<file path="config.mk">
export PLATFORM = sky130hd
export DESIGN_NAME = fetch_controller
export DESIGN_NICKNAME = d
export VERILOG_FILES = /design/src/rtl/cpu_defs_pkg.sv /design/src/rtl/pc_register.sv /design/src/rtl/fetch_controller.sv
export SDC_FILE = /design/constraint.sdc
export NUM_CORES = 1
export LEC_CHECK = 0
export CORE_ASPECT_RATIO = 0.8
export CORE_MARGIN = 2
export CORE_UTILIZATION = 39
export DETAILED_ROUTE_END_ITERATION = 6
export GPL_TIMING_DRIVEN = 0
export HOLD_SLACK_MARGIN = 0.08
export PLACE_DENSITY = 0.74
export SETUP_SLACK_MARGIN = 0.02
export SLEW_MARGIN = 20
export SYNTH_ARGS = -nofsm -noshare
export SYNTH_HDL_FRONTEND = slang
export SYNTH_SLANG_ARGS = --single-unit
</file>
<file path="constraint.sdc">
create_clock -name clk -period 3.3 [get_ports clk]
set_input_delay 0.495 -clock clk [delete_from_list [all_inputs] [get_ports clk]]
set_output_delay 0.495 -clock clk [all_outputs]
set_load 0.03 [all_outputs]
</file>
<file path="src/rtl/cpu_defs_pkg.sv">
// Shared CPU definitions: fetch FSM state encoding and instruction constants.
package cpu_defs;

   localparam int unsigned CPU_ADDR_W     = 32;
   localparam logic [31:0] CPU_HALT_INSTR = 32'hFFFF_FFFF;
   localparam logic [31:0] CPU_NOP        = 32'h0000_0013;

   typedef enum logic [1:0] {
      S_INIT = 2'd0,
      S_RUN  = 2'd1,
      S_HALT = 2'd2
   } fetch_state_e;

endpackage

</file>
<file path="src/rtl/pc_register.sv">
// Program counter with load (redirect), increment (+4) and implicit hold.
module pc_register #(
   parameter int unsigned       ADDR_W   = 32,
   parameter logic [ADDR_W-1:0] RESET_PC = '0
) (
   input  logic              clk,
   input  logic              reset,
   input  logic              i_load,
   input  logic [ADDR_W-1:0] i_load_pc,
   input  logic              i_inc,
   output logic [ADDR_W-1:0] o_pc
);

   logic [ADDR_W-1:0] r_pc;

   // Load wins over increment; neither asserted means hold.
   always_ff @(posedge clk) begin
      if (reset) begin
         r_pc <= RESET_PC;
      end else if (i_load) begin
         r_pc <= {i_load_pc[ADDR_W-1:2], 2'b00};
      end else if (i_inc) begin
         r_pc <= r_pc + ADDR_W'(4);
      end
   end

   assign o_pc = r_pc;

endmodule

</file>
<file path="src/rtl/fetch_controller.sv">
// IF-stage sequencer: memory init strobe, PC stepping, IF/ID registers,
// stall/redirect handling and halt detection.
module fetch_controller
   import cpu_defs::*;
#(
   parameter int unsigned       ADDR_W      = CPU_ADDR_W,
   parameter logic [ADDR_W-1:0] RESET_PC    = '0,
   parameter int unsigned       INIT_CYCLES = 2,
   parameter int unsigned       MEM_BYTES   = 48,
   parameter logic [31:0]       HALT_INSTR  = CPU_HALT_INSTR
) (
   input  logic              clk,
   input  logic              reset,
   input  logic [31:0]       imem_instruction,
   input  logic              stall,
   input  logic              redirect,
   input  logic [ADDR_W-1:0] redirect_pc,
   output logic [ADDR_W-1:0] imem_addr,
   output logic              imem_startin,
   output logic [31:0]       if_instr,
   output logic [ADDR_W-1:0] if_pc,
   output logic              if_valid,
   output logic              halted,
   output logic [31:0]       fetch_count
);

   fetch_state_e      r_state;
   fetch_state_e      w_state_next;
   logic [7:0]        r_init_cnt;
   logic [31:0]       r_if_instr;
   logic [ADDR_W-1:0] r_if_pc;
   logic              r_if_valid;
   logic              r_halted;
   logic [31:0]       r_fetch_count;

   logic [ADDR_W-1:0] w_pc;
   logic [ADDR_W-1:0] w_fetch_addr;
   logic              w_load;
   logic              w_inc;
   logic              w_issue;
   logic              w_stop;
   logic              w_end;

   pc_register #(
      .ADDR_W   (ADDR_W),
      .RESET_PC (RESET_PC)
   ) u_pc_register (
      .clk       (clk),
      .reset     (reset),
      .i_load    (w_load),
      .i_load_pc (redirect_pc),
      .i_inc     (w_inc),
      .o_pc      (w_pc)
   );

   assign w_fetch_addr = {w_pc[ADDR_W-1:2], 2'b00};
   assign w_end = (imem_instruction == HALT_INSTR) ||
                  (w_fetch_addr == ADDR_W'(MEM_BYTES - 4));

   always_comb begin
      w_state_next = r_state;
      w_load       = 1'b0;
      w_inc        = 1'b0;
      w_issue      = 1'b0;
      w_stop       = 1'b0;
      unique case (r_state)
         S_INIT: begin
            if (r_init_cnt == 8'(INIT_CYCLES - 1)) w_state_next = S_RUN;
         end
         S_RUN: begin
            if (redirect) begin
               w_load = 1'b1;
            end else if (!stall) begin
               w_issue = 1'b1;
               // Last word is still issued; pc must not step past it.
               if (w_end) begin
                  w_stop       = 1'b1;
                  w_state_next = S_HALT;
               end else begin
                  w_inc = 1'b1;
               end
            end
         end
         S_HALT: begin
            if (redirect) begin
               w_load       = 1'b1;
               w_state_next = S_RUN;
            end
         end
         default: w_state_next = S_INIT;
      endcase
   end

   always_ff @(posedge clk) begin
      if (reset) begin
         r_state       <= S_INIT;
         r_init_cnt    <= '0;
         r_if_instr    <= '0;
         r_if_pc       <= '0;
         r_if_valid    <= 1'b0;
         r_halted      <= 1'b0;
         r_fetch_count <= '0;
      end else begin
         r_state <= w_state_next;
         if (r_state == S_INIT) r_init_cnt <= r_init_cnt + 8'd1;
         if (w_issue) begin
            r_if_instr    <= imem_instruction;
            r_if_pc       <= w_pc;
            r_if_valid    <= 1'b1;
            r_fetch_count <= r_fetch_count + 32'd1;
         end else if (w_load || r_state == S_HALT) begin
            r_if_valid <= 1'b0;
         end
         if (w_stop) begin
            r_halted <= 1'b1;
         end else if (r_state == S_HALT && redirect) begin
            r_halted <= 1'b0;
         end
      end
   end

   assign imem_addr    = w_fetch_addr;
   assign imem_startin = (r_state == S_INIT);
   assign if_instr     = r_if_instr;
   assign if_pc        = r_if_pc;
   assign if_valid     = r_if_valid;
   assign halted       = r_halted;
   assign fetch_count  = r_fetch_count;

endmodule
</file>
[Word level (Yosys, flattened, before mapping)]
Cells that the tools add are included.
Storage, ports and cells
  output and inout port bits: 131
  memories kept: 0
  input port bits: 68
  memory bits (writable): 0
  latch bits: 0
  bits in registers: 140
  ROM bits: 0
Operators by class
  shift operators: 0
  bitwise operators: 0
  magnitude comparators: 0
  multiplexer cells: 25
  equal/unequal tests: 10
  reductions and logical operators: 10
  add/sub/neg operators: 3
  div/mod/pow operators: 0
  multiply operators: 0
Operators by type and width (count)
  2-to-1 mux 32 bit: 2
  adder 32 x 1 -> 32 bit (second input constant): 1
  adder 32 x 3 -> 32 bit (second input constant): 1
  equality test 32 bit (second input constant): 1
  equality test 30 x 4 -> 1 bit (second input constant): 1
  2-to-1 mux 1 bit: 17
  2-to-1 mux 2 bit: 5
  adder 8 x 1 -> 8 bit (second input constant): 1
  equality test 8 x 1 -> 1 bit (second input constant): 1
  inequality test 2 bit (second input constant): 4
  one-hot mux 2 bit (3 select lines): 1
  nonzero test 2 bit: 3
  AND reduction 5 bit: 1
  OR reduction 2 bit: 2
  equality test 2 x 1 -> 1 bit (second input constant): 1
  equality test 2 bit (second input constant): 1
  logical NOT 2 bit: 1
  logical OR 1 bit: 2
  inequality test 2 x 1 -> 1 bit (second input constant): 1
  logical AND 1 bit: 1

[Longest topological paths before layout]
  depth in word-level cells: 8
  gate-level depth with buffers: 9
  mapped depth without buffers: 8

[Modules after synthesis]
A second synthesis with hierarchy kept.
Second synthesis, totals
  cell total of the unflattened synthesis: 805
  area, all modules: 6352.3 um^2
By module, submodules not included
  fetch_controller: seq. area each 2162.1 um^2, cells each 554, area an instance 4423.0 um^2, instances 1
  pc_register: seq. area each 600.6 um^2, cells each 251, area an instance 1929.4 um^2, instances 1

[Least setup slack after synthesis]
No wires, ideal clock.
  kind: reg-to-reg
  from: reg r_state[1]
  to: reg r_fetch_count[20] (netlist: fetch_count[20])
  library setup time: 0.070 ns
  path slack: 0.798 ns
  buffers on the path: 1
  arrival time: 2.431 ns
  required time: 3.230 ns
  stages on the path, launching flop included: 9
  cell sequence: dfxtp_1 inv_1 ha_1 or3b_4 or4_4 buf_6 or3_4 or3_1 a21oi_1
On the way
  cells in the longest elaborated chain, start to end: 2
Ends and longest elaborated chain
  from (decl): line fetch_controller.sv:27  | fetch_state_e r_state;
  from (signal assigned): line fetch_controller.sv:104  | r_state <= w_state_next;
  equality test 2 x 1 -> 1 bit: line fetch_controller.sv:66  | unique case (r_state)
  2-to-1 mux 1 bit: line fetch_controller.sv:66
  to (signal assigned): line fetch_controller.sv:110  | r_fetch_count <= r_fetch_count + 32'd1;
  to (decl): line fetch_controller.sv:34  | logic [31:0] r_fetch_count;
Every way passes these cells.
A chain may end at the register's enable or synchronous reset.

[Worst setup path after layout]
  from: reg r_state[1]
  to: reg u_pc_register.r_pc[31] (netlist: u_pc_register.o_pc[31])
On the way
  cells in the longest elaborated chain, start to end: 4
Ends and longest elaborated chain
  equality test 2 bit or equality test 2 x 1 -> 1 bit (tied branches): line fetch_controller.sv:66
  OR reduction 2 bit (no source line)
  2-to-1 mux 1 bit
  2-to-1 mux 32 bit or nonzero test 2 bit (tied branches)
  to (signal assigned): line pc_register.sv:21  | r_pc <= {i_load_pc[ADDR_W-1:2], 2'b00};
  to (signal assigned): line pc_register.sv:23  | r_pc <= r_pc + ADDR_W'(4);
  to (decl): line pc_register.sv:14  | logic [ADDR_W-1:0] r_pc;
Parallel ways exist; a longest one is shown, timed or not.

==> out/metrics.cfg <==
[timing]
drv_slew = 0
fin_crit_ps = 3080
finalSetupViolCount = 0
fmax_ghz = 0.324
fin_crit_sh_pct = 93.5
skew_ps = 7.16
rsz0062_at_grt = no
hold_viol = 0
relSlewSlack_pct = 28.0
tightest_slew_ps = 1070
fin_ws_ps = 215

[die]
fp-row-count = 40
initial_core_util_pct = 39.6
dieHeight_um = 114
die_area_um2 = 16200
fp.coreArea_um2 = 14900
die_w_um = 142
io-pin-count = 199

[critical_path]
critPathBufInv = 2
startpoint_type = flop
rrSetupSlack_ps = 220
critPathMaxStageDelay_ps = 530
r2r-start = r_state[1]
crit_start = r_state[1]
crit_family = simple AND/OR/NAND/NOR gates
cp.required_ps = 3620
crit_path_end_kind = flop
crit_type = reg2reg
path_cells = inv_1 -> ha_1 -> nor3b_1 -> nand4_1 -> a221oi_2 -> clkbuf_1 -> nand3_1 -> xor2_1 -> a211oi_1
path_max_fanout = 10
critPathSlowestCell = nor3b_1
r2r_cells = 9
reg2reg_to = u_pc_register.o_pc[31]
worst-endpoint-arrival_ps = 3410
crit_cells = 9

[synth]
synthCells = 736
ys_seq_area_share_pct = 46.1
ys_types = 48
yosysWarningCount = 0
yosys.area.top_type = dfxtp_1
synth_edf_count = 0
ys_seq_elements = 136
synth_area_um2 = 5910
synth_area_per_cell_um2 = 8.03
synth_top_cell_area_share_pct = 46.1
synth_flop_cell = dfxtp_1
synth.area.top_cells = dfxtp_1, nand2_1, a21oi_1, xor2_1, nor2_1
synthArstFlopShare_pct = 0

[place]
dp.cells = 1120
gp_congestion = 0.912
hpwl_um = 14000
dp_slack_ps = -180
portBuffers = 192

[grt]
grt_first_pass_wirelength_um = 29900
grt_use_total_pct = 23.6
overflow = 0
first_global_vias = 5625
grt_max_degree = 17
antenna_found_initial = 0

[clock_tree]
cts_sinks = 136
cts-root-buf = clkbuf_16
insertion_delay_ps = 420
cts.clk_slew.worst_paths_ps = 60
cts_tree = done
h-tree-depth = 4
cts_buffers = 17
clk_path_buf_depth = 2
ctsHoldBuffers = 0

[drt]
drt_wl_total_um = 19100
drtIter0Drc = 425
drt_pre_antenna_iters = 5
ant_nets = 0
vias = 6043
detail_route.wl_per_cell_um = 16.6
vias_per_cell = 5.25
drc = 0

[layout]
final_cells = 1151
fillerInstances = 1383
final_common_cell = clkdlybuf4s50_1
diodes = 0
final_cell_mix = clkdlybuf4s50_1, nand2_1, dfxtp_1
syn_to_final_growth_pct = 47.2
drive_gt1_share_pct = 4.05
nets = 1026

[hold_path]
min_from = if_instr[1]
hp-class = reg2reg
hold_end = if_instr[1]
hold_depth = 2

[power_and_ir_drop]
peakVddDrop_uv = 458
powerDensity_nw_per_um2 = 576
finalPower_mw = 5.01
p_leak_nw = 2.92

[outcome]
status = completed

[job]
maxCapViolCount = 0

## logic make-up (layout without fill, tap and decap cells)
family	count (synthesis)	in the layout	share of synthesized area, %
AO/OA/AOI/OAI	139	139	13.7
XOR/XNOR	48	48	7.11
adder cells (fa/ha/maj)	8	8	1.69
buffers and inverters	58	281	4.06
flip-flops	136	136	46.1
multiplexers	2	2	0.339
other	1	4	0.0634
AND/OR/NAND/NOR	344	344	27.0
## state kept, by name (all words and copies together) (netlist names)
register	flops
fetch_count	32
if_instr	32
if_pc	30
u_pc_register.o_pc	30
r_init_cnt	8
r_state	2
halted	1
if_valid	1
## metal layers
metal	routed length, µm	global-route usage (%)	vias up
li1	-	-	2969
met1	8930	32.6	2824
met2	8420	36.6	226
met3	1430	6.73	24
met4	267	5.87	0
met5	0	0	-
## tightest hold or removal path: cells and delay by family (launching register included)
| kind | cells | cell delay (ps) |
|---|---|---|
| flops | 1 | 300 |
| simple gates | 1 | 50 |
| compound gates | 1 | 50 |
## cells in the mapped netlist, drive strengths merged, types with 2 or more instances
library cell	n
a31oi	2
nor2	64
nor4	9
nor3	13
and3	12
a22oi	2
nand2b	2
o31a	2
a32oi	2
nand2	158
inv	12
o21ai	20
a21oi	80
ha	8
xor2	31
and2	5
a2111oi	5
or3	13
nand4	26
nand3	26
xnor2	17
and4	8
a211oi	16
nor4b	2
clkbuf	37
or4	2
dfxtp	136
buf	9
mux2i	2
## layout make-up
class | count | area [µm²] | area share, %
buffer | 46 | 196 | 2.26
clock buffer | 23 | 458 | 5.26
clock inverter | 8 | 146 | 1.68
inverter | 12 | 45.0 | 0.518
multi-input combinational | 545 | 2970 | 34.2
sequential | 136 | 2720 | 31.3
tap | 189 | 236 | 2.72
timing repair buffer | 192 | 1920 | 22.1
## stage by stage
stage | util (%) | hold slack (ps) | cell area (µm²) | setup TNS (ps)
6_report | 58.3 | 452 | 8700 | 0
5_1_grt | 58.3 | 466 | 8700 | 0
4_1_cts | 58.2 | 453 | 8680 | 0
2_1_floorplan | - | 453 | 5920 | 0
3_5_place_dp | 54.2 | 446 | 8080 | -5460
3_3_place_gp | 54.2 | 440 | 8080 | -7320
## report_power, final
| part | switching (mW) | internal [mW] | leakage, nW |
|---|---|---|---|
| Sequential | 0.171 | 1.77 | 1.10 |
| Combinational | 0.660 | 0.444 | 1.53 |
| Clock | 0.694 | 1.28 | 0.291 |
## worst max-delay path by stage
stage	to	slack (ps)
6_report	u_pc_register.o_pc[31]	220
3_5_place_dp	u_pc_register.o_pc[29]	-180
5_1_grt	u_pc_register.o_pc[31]	50
4_1_cts	u_pc_register.o_pc[31]	90
3_3_place_gp	u_pc_register.o_pc[21]	-240
2_1_floorplan	fetch_count[20]	800
## what timing repair did
| item | 4_1_cts | 5_1_grt |
|---|---|---|
| setup endpoints to repair | 0 | 13 |
| setup buffers | 0 | 0 |
| resized for setup | 0 | 4 |
No activity file was read; power rests on OpenSTA's default activity.
